==> config.mk <==
export PLATFORM = sky130hd
export DESIGN_NAME = coin_dispense_ctrl
export DESIGN_NICKNAME = d
export VERILOG_FILES = /design/src/rtl/coin_dispense_pkg.sv /design/src/rtl/dispense_ack_timer.sv /design/src/rtl/coin_dispense_ctrl.sv
export SDC_FILE = /design/constraint.sdc
export NUM_CORES = 1
export LEC_CHECK = 0
export ABC_AREA = 0
export BUFFER_PORTS_ARGS = -buffer_cell sky130_fd_sc_hd__buf_2
export CELL_PAD_IN_SITES_DETAIL_PLACEMENT = 0
export CELL_PAD_IN_SITES_GLOBAL_PLACEMENT = 1
export CORE_UTILIZATION = 43
export CTS_CLUSTER_DIAMETER = 120
export CTS_CLUSTER_SIZE = 30
export DETAILED_ROUTE_END_ITERATION = 12
export GPL_ROUTABILITY_DRIVEN = 1
export HOLD_SLACK_MARGIN = 0.03
export PLACE_DENSITY_LB_ADDON = 0.1
export SKIP_CTS_REPAIR_TIMING = 1
export SLEW_MARGIN = 5
export SYNTH_ARGS = -nofsm -noshare
export SYNTH_HDL_FRONTEND = slang
export SYNTH_HIERARCHICAL = 1
export SYNTH_SLANG_ARGS = --single-unit
==> constraint.sdc <==
create_clock -name clk -period 3.7 [get_ports clk]
set_clock_uncertainty 0.05 [all_clocks]
set_input_delay 0.185 -clock clk [delete_from_list [all_inputs] [get_ports clk]]
set_output_delay 0.185 -clock clk [all_outputs]
set_load 0.02 [all_outputs]
==> src/rtl/coin_dispense_pkg.sv <==
// Shared types and constants for the coin dispense sequencer.
// Latency: n/a (declarations only).
// Backpressure: n/a.
package coin_dispense_pkg;

  typedef enum logic [2:0] {
    IDLE   = 3'd0,
    CAN    = 3'd1,
    SEL    = 3'd2,
    DIME   = 3'd3,
    NICKEL = 3'd4,
    DONE   = 3'd5
  } state_e;

  // Coin values in nickel units.
  localparam int NICKEL_UNITS = 1;
  localparam int DIME_UNITS   = 2;

endpackage

==> src/rtl/dispense_ack_timer.sv <==
// Counts cycles a dispense req has waited for its ack; flags the last allowed cycle.
// Latency: expired_o is combinational from the count, asserted in the ACK_TIMEOUT-th req cycle.
// Backpressure: none; the count saturates while run_i stays high.
module dispense_ack_timer #(
  parameter int ACK_TIMEOUT = 15
) (
  input  logic clk,
  input  logic reset,
  input  logic load_i,
  input  logic run_i,
  output logic expired_o
);

  localparam int CW = $clog2(ACK_TIMEOUT + 1);

  logic [CW-1:0] cnt_q, cnt_d;

  // Restart on entry to a req state, otherwise count up while a req is high.
  always_comb begin
    cnt_d = cnt_q;
    if (load_i) begin
      cnt_d = '0;
    end else if (run_i && (cnt_q != CW'(ACK_TIMEOUT))) begin
      cnt_d = cnt_q + CW'(1);
    end
  end

  // Count register.
  always_ff @(posedge clk) begin
    if (reset) begin
      cnt_q <= '0;
    end else begin
      cnt_q <= cnt_d;
    end
  end

  // The first req cycle sees count 0, so count ACK_TIMEOUT-1 is the last one.
  assign expired_o = run_i && (cnt_q == CW'(ACK_TIMEOUT - 1));

endmodule

==> src/rtl/coin_dispense_ctrl.sv <==
// Dispenses a can then greedy dime/nickel change over req/ack handshakes; optional ack timeout via COIN_DISPENSE_TIMEOUT_EN.
// Latency: accept to can_req is 1 cycle; ack to next req is 2 cycles; all outputs registered.
// Backpressure: vend_ready is high only in IDLE; vend_valid while busy is dropped.
module coin_dispense_ctrl
  import coin_dispense_pkg::*;
#(
  parameter int CREDIT_W    = 8,
  parameter int PRICE_N     = 5,
  parameter int ACK_TIMEOUT = 15
) (
  input  logic                clk,
  input  logic                reset,
  input  logic                vend_valid,
  input  logic [CREDIT_W-1:0] credit_n,
  output logic                vend_ready,
  output logic                can_req,
  input  logic                can_ack,
  output logic                dime_req,
  input  logic                dime_ack,
  input  logic                dime_empty,
  output logic                nickel_req,
  input  logic                nickel_ack,
  input  logic                nickel_empty,
  output logic                busy,
  output logic                done,
  output logic [CREDIT_W-1:0] short_n,
  output logic                fault
);

  localparam logic [CREDIT_W-1:0] PRICE  = CREDIT_W'(PRICE_N);
  localparam logic [CREDIT_W-1:0] DIME_C = CREDIT_W'(DIME_UNITS);
  localparam logic [CREDIT_W-1:0] NICK_C = CREDIT_W'(NICKEL_UNITS);

  state_e              state_q, state_d;
  logic [CREDIT_W-1:0] change_q, change_d;
  logic [CREDIT_W-1:0] short_q, short_d;
  logic                fault_q, fault_d;
  logic                can_req_q, dime_req_q, nickel_req_q;
  logic                vend_ready_q, busy_q, done_q;
  logic                timeout_hit;

`ifdef COIN_DISPENSE_TIMEOUT_EN
  logic timer_load;
  logic any_req;

  assign any_req    = can_req_q | dime_req_q | nickel_req_q;
  assign timer_load = (state_d != state_q) &&
                      ((state_d == CAN) || (state_d == DIME) || (state_d == NICKEL));

  dispense_ack_timer #(
    .ACK_TIMEOUT (ACK_TIMEOUT)
  ) u_ack_timer (
    .clk       (clk),
    .reset     (reset),
    .load_i    (timer_load),
    .run_i     (any_req),
    .expired_o (timeout_hit)
  );
`else
  logic unused_ack_timeout;

  assign timeout_hit        = 1'b0;
  assign unused_ack_timeout = (ACK_TIMEOUT == 0);
`endif

  // Next state, change bookkeeping and shortfall/fault updates.
  always_comb begin
    state_d  = state_q;
    change_d = change_q;
    short_d  = short_q;
    fault_d  = fault_q;
    case (state_q)
      IDLE: begin
        if (vend_valid && vend_ready_q) begin
          short_d = '0;
          if (credit_n >= PRICE) begin
            change_d = credit_n - PRICE;
            state_d  = CAN;
          end else begin
            change_d = credit_n;
            state_d  = SEL;
          end
        end
      end
      CAN: begin
        if (can_ack && can_req_q) begin
          state_d = SEL;
        end else if (timeout_hit) begin
          // The can was never delivered, so its price is owed back too.
          state_d = DONE;
          fault_d = 1'b1;
          short_d = change_q + PRICE;
        end
      end
      SEL: begin
        if (change_q == '0) begin
          state_d = DONE;
        end else if ((change_q >= DIME_C) && !dime_empty) begin
          state_d = DIME;
        end else if (!nickel_empty) begin
          state_d = NICKEL;
        end else begin
          state_d = DONE;
          short_d = change_q;
        end
      end
      DIME: begin
        if (dime_ack && dime_req_q) begin
          change_d = change_q - DIME_C;
          state_d  = SEL;
        end else if (timeout_hit) begin
          state_d = DONE;
          fault_d = 1'b1;
          short_d = change_q;
        end
      end
      NICKEL: begin
        if (nickel_ack && nickel_req_q) begin
          change_d = change_q - NICK_C;
          state_d  = SEL;
        end else if (timeout_hit) begin
          state_d = DONE;
          fault_d = 1'b1;
          short_d = change_q;
        end
      end
      DONE: begin
        state_d = IDLE;
      end
      default: begin
        state_d = IDLE;
      end
    endcase
  end

  // State and registered outputs; outputs are decoded from the next state.
  always_ff @(posedge clk) begin
    if (reset) begin
      state_q      <= IDLE;
      change_q     <= '0;
      short_q      <= '0;
      fault_q      <= 1'b0;
      can_req_q    <= 1'b0;
      dime_req_q   <= 1'b0;
      nickel_req_q <= 1'b0;
      vend_ready_q <= 1'b1;
      busy_q       <= 1'b0;
      done_q       <= 1'b0;
    end else begin
      state_q      <= state_d;
      change_q     <= change_d;
      short_q      <= short_d;
      fault_q      <= fault_d;
      can_req_q    <= (state_d == CAN);
      dime_req_q   <= (state_d == DIME);
      nickel_req_q <= (state_d == NICKEL);
      vend_ready_q <= (state_d == IDLE);
      busy_q       <= (state_d != IDLE);
      done_q       <= (state_d == DONE);
    end
  end

  assign vend_ready = vend_ready_q;
  assign can_req    = can_req_q;
  assign dime_req   = dime_req_q;
  assign nickel_req = nickel_req_q;
  assign busy       = busy_q;
  assign done       = done_q;
  assign short_n    = short_q;
  assign fault      = fault_q;

endmodule

==> results.sh <==
export IMPL_design_core_area_um2=3442
export IMPL_drc=0
export IMPL_cpLargestDelayFamily="compound AO/OA/AOI/OAI gates"
export IMPL_dpl_hpwl_um=3129
export IMPL_report_final_setup_viol=0
export IMPL_die_area_um2=3955
export IMPL_cts_buffers_inserted=3
export IMPL_tns_ps=0
export IMPL_synth_edff_count=0
export IMPL_globalplace_congestion=0.8984
export IMPL_comb_power_share_pct=32.8
export IMPL_share_of_flip_flops_with_an_asynchronous_set_or_reset_pct=0
export IMPL_layout_min_cycle_time_ps=2152
export IMPL_critPathArrivalTime_ps=2320
export IMPL_worst_ep_required_time_ps=3870
export IMPL_vias=1585
export IMPL_design_final_nets=253
export IMPL_finish_cell_count_without_fillers=275
export IMPL_power_switching_mw=0.2743
export IMPL_drt_vias_per_instance=5.764
export IMPL_pwr_share_seq_pct=43.4
export IMPL_worstSetupStartpointType="register"
export IMPL_worstReg2RegStart="change_q[0]$_SDFFE_PP0P_"
export IMPL_grt_overflow=0
export IMPL_htreeDepth=1
export IMPL_grt_antenna_before_repair=0
export IMPL_yosysWarningCount=6
export IMPL_final_hold_violation_count=0
export IMPL_drive_above_1_share_pct=18.78
export IMPL_wire_length_reported_by_the_detailed_router_um=4022
export IMPL_floorplan_die_width_um=62.89
export IMPL_reg2reg_depth=7
export IMPL_numClockSinks=25
export IMPL_critical_path_endpoint_type="register"
export IMPL_synth_main_ff_cell="sky130_fd_sc_hd__dfxtp_1"
export IMPL_worst_setup_hold_path_clk_slew_ps=100
export IMPL_grt_first_pass_wirelength_um=6872
export IMPL_ys_seq_area_share_pct=31.40
export IMPL_detailedRoute_firstPassIterationCount=4
export IMPL_hold_path_class="input pin to register"
export IMPL_switching_part_of_the_total_pct=37.48
export IMPL_worst_path_max_delay_cell="sky130_fd_sc_hd__dfxtp_1"
export IMPL_drtIter0Drc=108
export IMPL_synthToLayoutAreaGrowth_pct=14.21
export IMPL_groute_usage_overall_pct=21.83
export IMPL_clk_lat_worst_skew_ps=280
export IMPL_slew_headroom_pct=61.00
export IMPL_placementRows=21
export IMPL_cts_root_buffer="sky130_fd_sc_hd__clkbuf_8"
export IMPL_powerDensity_nw_per_um2=402.1
export IMPL_wl_per_cell_um=14.63
export IMPL_power_internal_mw=0.4577
export IMPL_yosys_register_bits=25
export IMPL_timing_worst_slew_pin_value_ps=583.7
export IMPL_vdd_drop_max_uv=211.0
export IMPL_cts_max_path_buffers=2
export IMPL_finish_instance_area_um2=1821
export IMPL_placement_io_buffers=29
export IMPL_share_clk_of_total_power_pct=23.8
export IMPL_min_path_cells=2
export IMPL_grt_pass1_vias=1508
export IMPL_crit_buf_inv=1
export IMPL_critical_path_cell_sequence="inv_1 > ha_1 > nor4_1 > a21oi_2 > o31ai_4 > nand3_1 > a21oi_1"
export IMPL_slew_viol_final=0
export IMPL_i_o_pins=31
export IMPL_cp_class="register to register"
export IMPL_fillers=362
export IMPL_post_synth_main_area_contributors="sky130_fd_sc_hd__dfxtp_1, sky130_fd_sc_hd__a21oi_1, sky130_fd_sc_hd__ha_1"
export IMPL_unique_masters_post_synth=52
export IMPL_mappedNetlistArea_um2=1594
export IMPL_mappedNetlistNets=225
export IMPL_fmax_ghz=0.4647
export IMPL_critical_path_max_stage_delay_ps=450
export IMPL_synth_top_cell_by_area="sky130_fd_sc_hd__dfxtp_1"
export IMPL_rsz0062_at_grt="no"
export IMPL_final_core_util_pct=52.89
export IMPL_floorplan_die_height_um=62.89
export IMPL_critical_path_capture_point="short_n[5]$_SDFFE_PP0P_"
export IMPL_ant_nets=0
export IMPL_yosys_area_top_type_share_pct=31.40
export IMPL_maxCapViolCount=0
export IMPL_crit_path_max_fanout=8
export IMPL_cp_num_cells=7
export IMPL_starting_density_pct=46.31
export IMPL_static_leakage_power_nw=0.7433
export IMPL_numPlacedInstances=271
export IMPL_insertedDiodeCount=0
export IMPL_status="finished clean"
export IMPL_syn_area_per_cell_um2=7.891
export IMPL_period_share_pct=58.16
export IMPL_crit_start="change_q[0]$_SDFFE_PP0P_"
export IMPL_reg2reg_setup_slack_ps=1550
export IMPL_regToRegEndpoint="short_n[5]$_SDFFE_PP0P_"
export IMPL_placed_cell_area_um2=1772
export IMPL_grt_start_max_net_pins=18
export IMPL_tritoncts="yes"
export IMPL_post_synth_inst_count=202
[metal layers]
metal  part of all wire [%]  track usage (%)  vias up
li1                       -                -      787
met1                     47            28.52      751
met2                     47            35.89       41
met3                    4.2            3.102        6
met4                    2.1            8.430        0
met5                      0                0        -
[placed cells by master (no fill, tap or decap), drive strengths merged, types with 3 or more instances in the layout]
| cell type | synthesis | routed |
|---|---|---|
| a211oi | 6 | 6 |
| a21oi | 21 | 21 |
| buf | 3 | 30 |
| clkbuf | 4 | 3 |
| dfxtp | 25 | 25 |
| ha | 7 | 7 |
| inv | 12 | 12 |
| nand2 | 22 | 22 |
| nand2b | 5 | 5 |
| nand3 | 13 | 13 |
| nor2 | 11 | 11 |
| nor3 | 8 | 8 |
| nor3b | 4 | 4 |
| nor4 | 4 | 4 |
| o21ai | 12 | 12 |
| o22ai | 6 | 6 |
| xnor2 | 3 | 3 |
[registers in the layout, summed over array words and instances (netlist names)]
| signal | count |
|---|---|
| nickel_req | 1 |
| vend_ready | 1 |
| state_q | 3 |
| dime_req | 1 |
| busy | 1 |
| change_q | 8 |
| can_req | 1 |
| short_n | 8 |
| done | 1 |
[worst min-delay path by stage]
stage / start / endpoint
2_1_floorplan: credit_n[5] / change_q[5]$_SDFFE_PP0P_
3_3_place_gp: short_n[7]$_SDFFE_PP0P_ / short_n[7]$_SDFFE_PP0P_
3_5_place_dp: short_n[3]$_SDFFE_PP0P_ / short_n[3]$_SDFFE_PP0P_
4_1_cts: reset / change_q[7]$_SDFFE_PP0P_
5_1_grt: reset / short_n[2]$_SDFFE_PP0P_
6_report: reset / short_n[3]$_SDFFE_PP0P_
[power groups by stage]
stage / registers (mW) / clock network [mW] / logic, mW
CTS: 0.317 / 0.175 / 0.239
global placement: 0.323 / 0 / 0.233
finish: 0.318 / 0.174 / 0.240
global route: 0.322 / 0.188 / 0.267
floorplan: 0.326 / 0 / 0.170
detailed placement: 0.323 / 0 / 0.238
[Yosys cell counts, types with 2 or more instances]
| library cell | count |
|---|---|
| sky130_fd_sc_hd__dfxtp_1 | 25 |
| sky130_fd_sc_hd__nand2_1 | 22 |
| sky130_fd_sc_hd__a21oi_1 | 20 |
| sky130_fd_sc_hd__nand3_1 | 13 |
| sky130_fd_sc_hd__inv_1 | 12 |
| sky130_fd_sc_hd__nor2_1 | 11 |
| sky130_fd_sc_hd__o21ai_0 | 10 |
| sky130_fd_sc_hd__nor3_1 | 8 |
| sky130_fd_sc_hd__ha_1 | 7 |
| sky130_fd_sc_hd__a211oi_1 | 5 |
| sky130_fd_sc_hd__nand2b_1 | 5 |
| sky130_fd_sc_hd__o22ai_1 | 5 |
| sky130_fd_sc_hd__clkbuf_1 | 4 |
| sky130_fd_sc_hd__nor3b_1 | 4 |
| sky130_fd_sc_hd__nor4_1 | 3 |
| sky130_fd_sc_hd__xnor2_1 | 3 |
| sky130_fd_sc_hd__a31oi_1 | 2 |
| sky130_fd_sc_hd__and2_1 | 2 |
| sky130_fd_sc_hd__and3_1 | 2 |
| sky130_fd_sc_hd__and3b_1 | 2 |
| sky130_fd_sc_hd__buf_2 | 2 |
| sky130_fd_sc_hd__o21a_1 | 2 |
| sky130_fd_sc_hd__o31a_1 | 2 |
| sky130_fd_sc_hd__or2_1 | 2 |
| sky130_fd_sc_hd__or3_1 | 2 |
[per-stage QoR]
stage	total power, mW	hold WS, ps	setup slack, ps
3_3_place_gp	0.5564	386.0	1645
5_1_grt	0.7762	246.2	1318
6_report	0.7320	227.3	1548
4_1_cts	0.7316	234.1	1560
3_5_place_dp	0.5613	392.1	1587
2_1_floorplan	0.4958	334.1	1826
[cells by family after synthesis]
| group | synth area share (%) |
|---|---|
| AND/OR/NAND/NOR | 26.53 |
| AO/OA/AOI/OAI | 28.65 |
| flip-flops | 31.40 |
| buffers and inverters | 4.866 |
| adder cells (fa/ha/maj) | 5.494 |
| XOR/XNOR | 2.198 |
| other | 0.2353 |
| multiplexers | 0.6280 |
[area by class of cell]
| type | count | area [µm²] | share of cell area (%) |
|---|---|---|---|
| clock buffers | 3 | 41.29 | 2.268 |
| clock inverters | 1 | 7.507 | 0.4124 |
| inverters | 12 | 45.04 | 2.474 |
| multi-input cells | 158 | 1016 | 55.81 |
| flip-flops and latches | 25 | 500.5 | 27.49 |
| well taps | 46 | 57.56 | 3.162 |
| repair buffers | 30 | 152.6 | 8.385 |
Power figures use the tool's default switching activity.
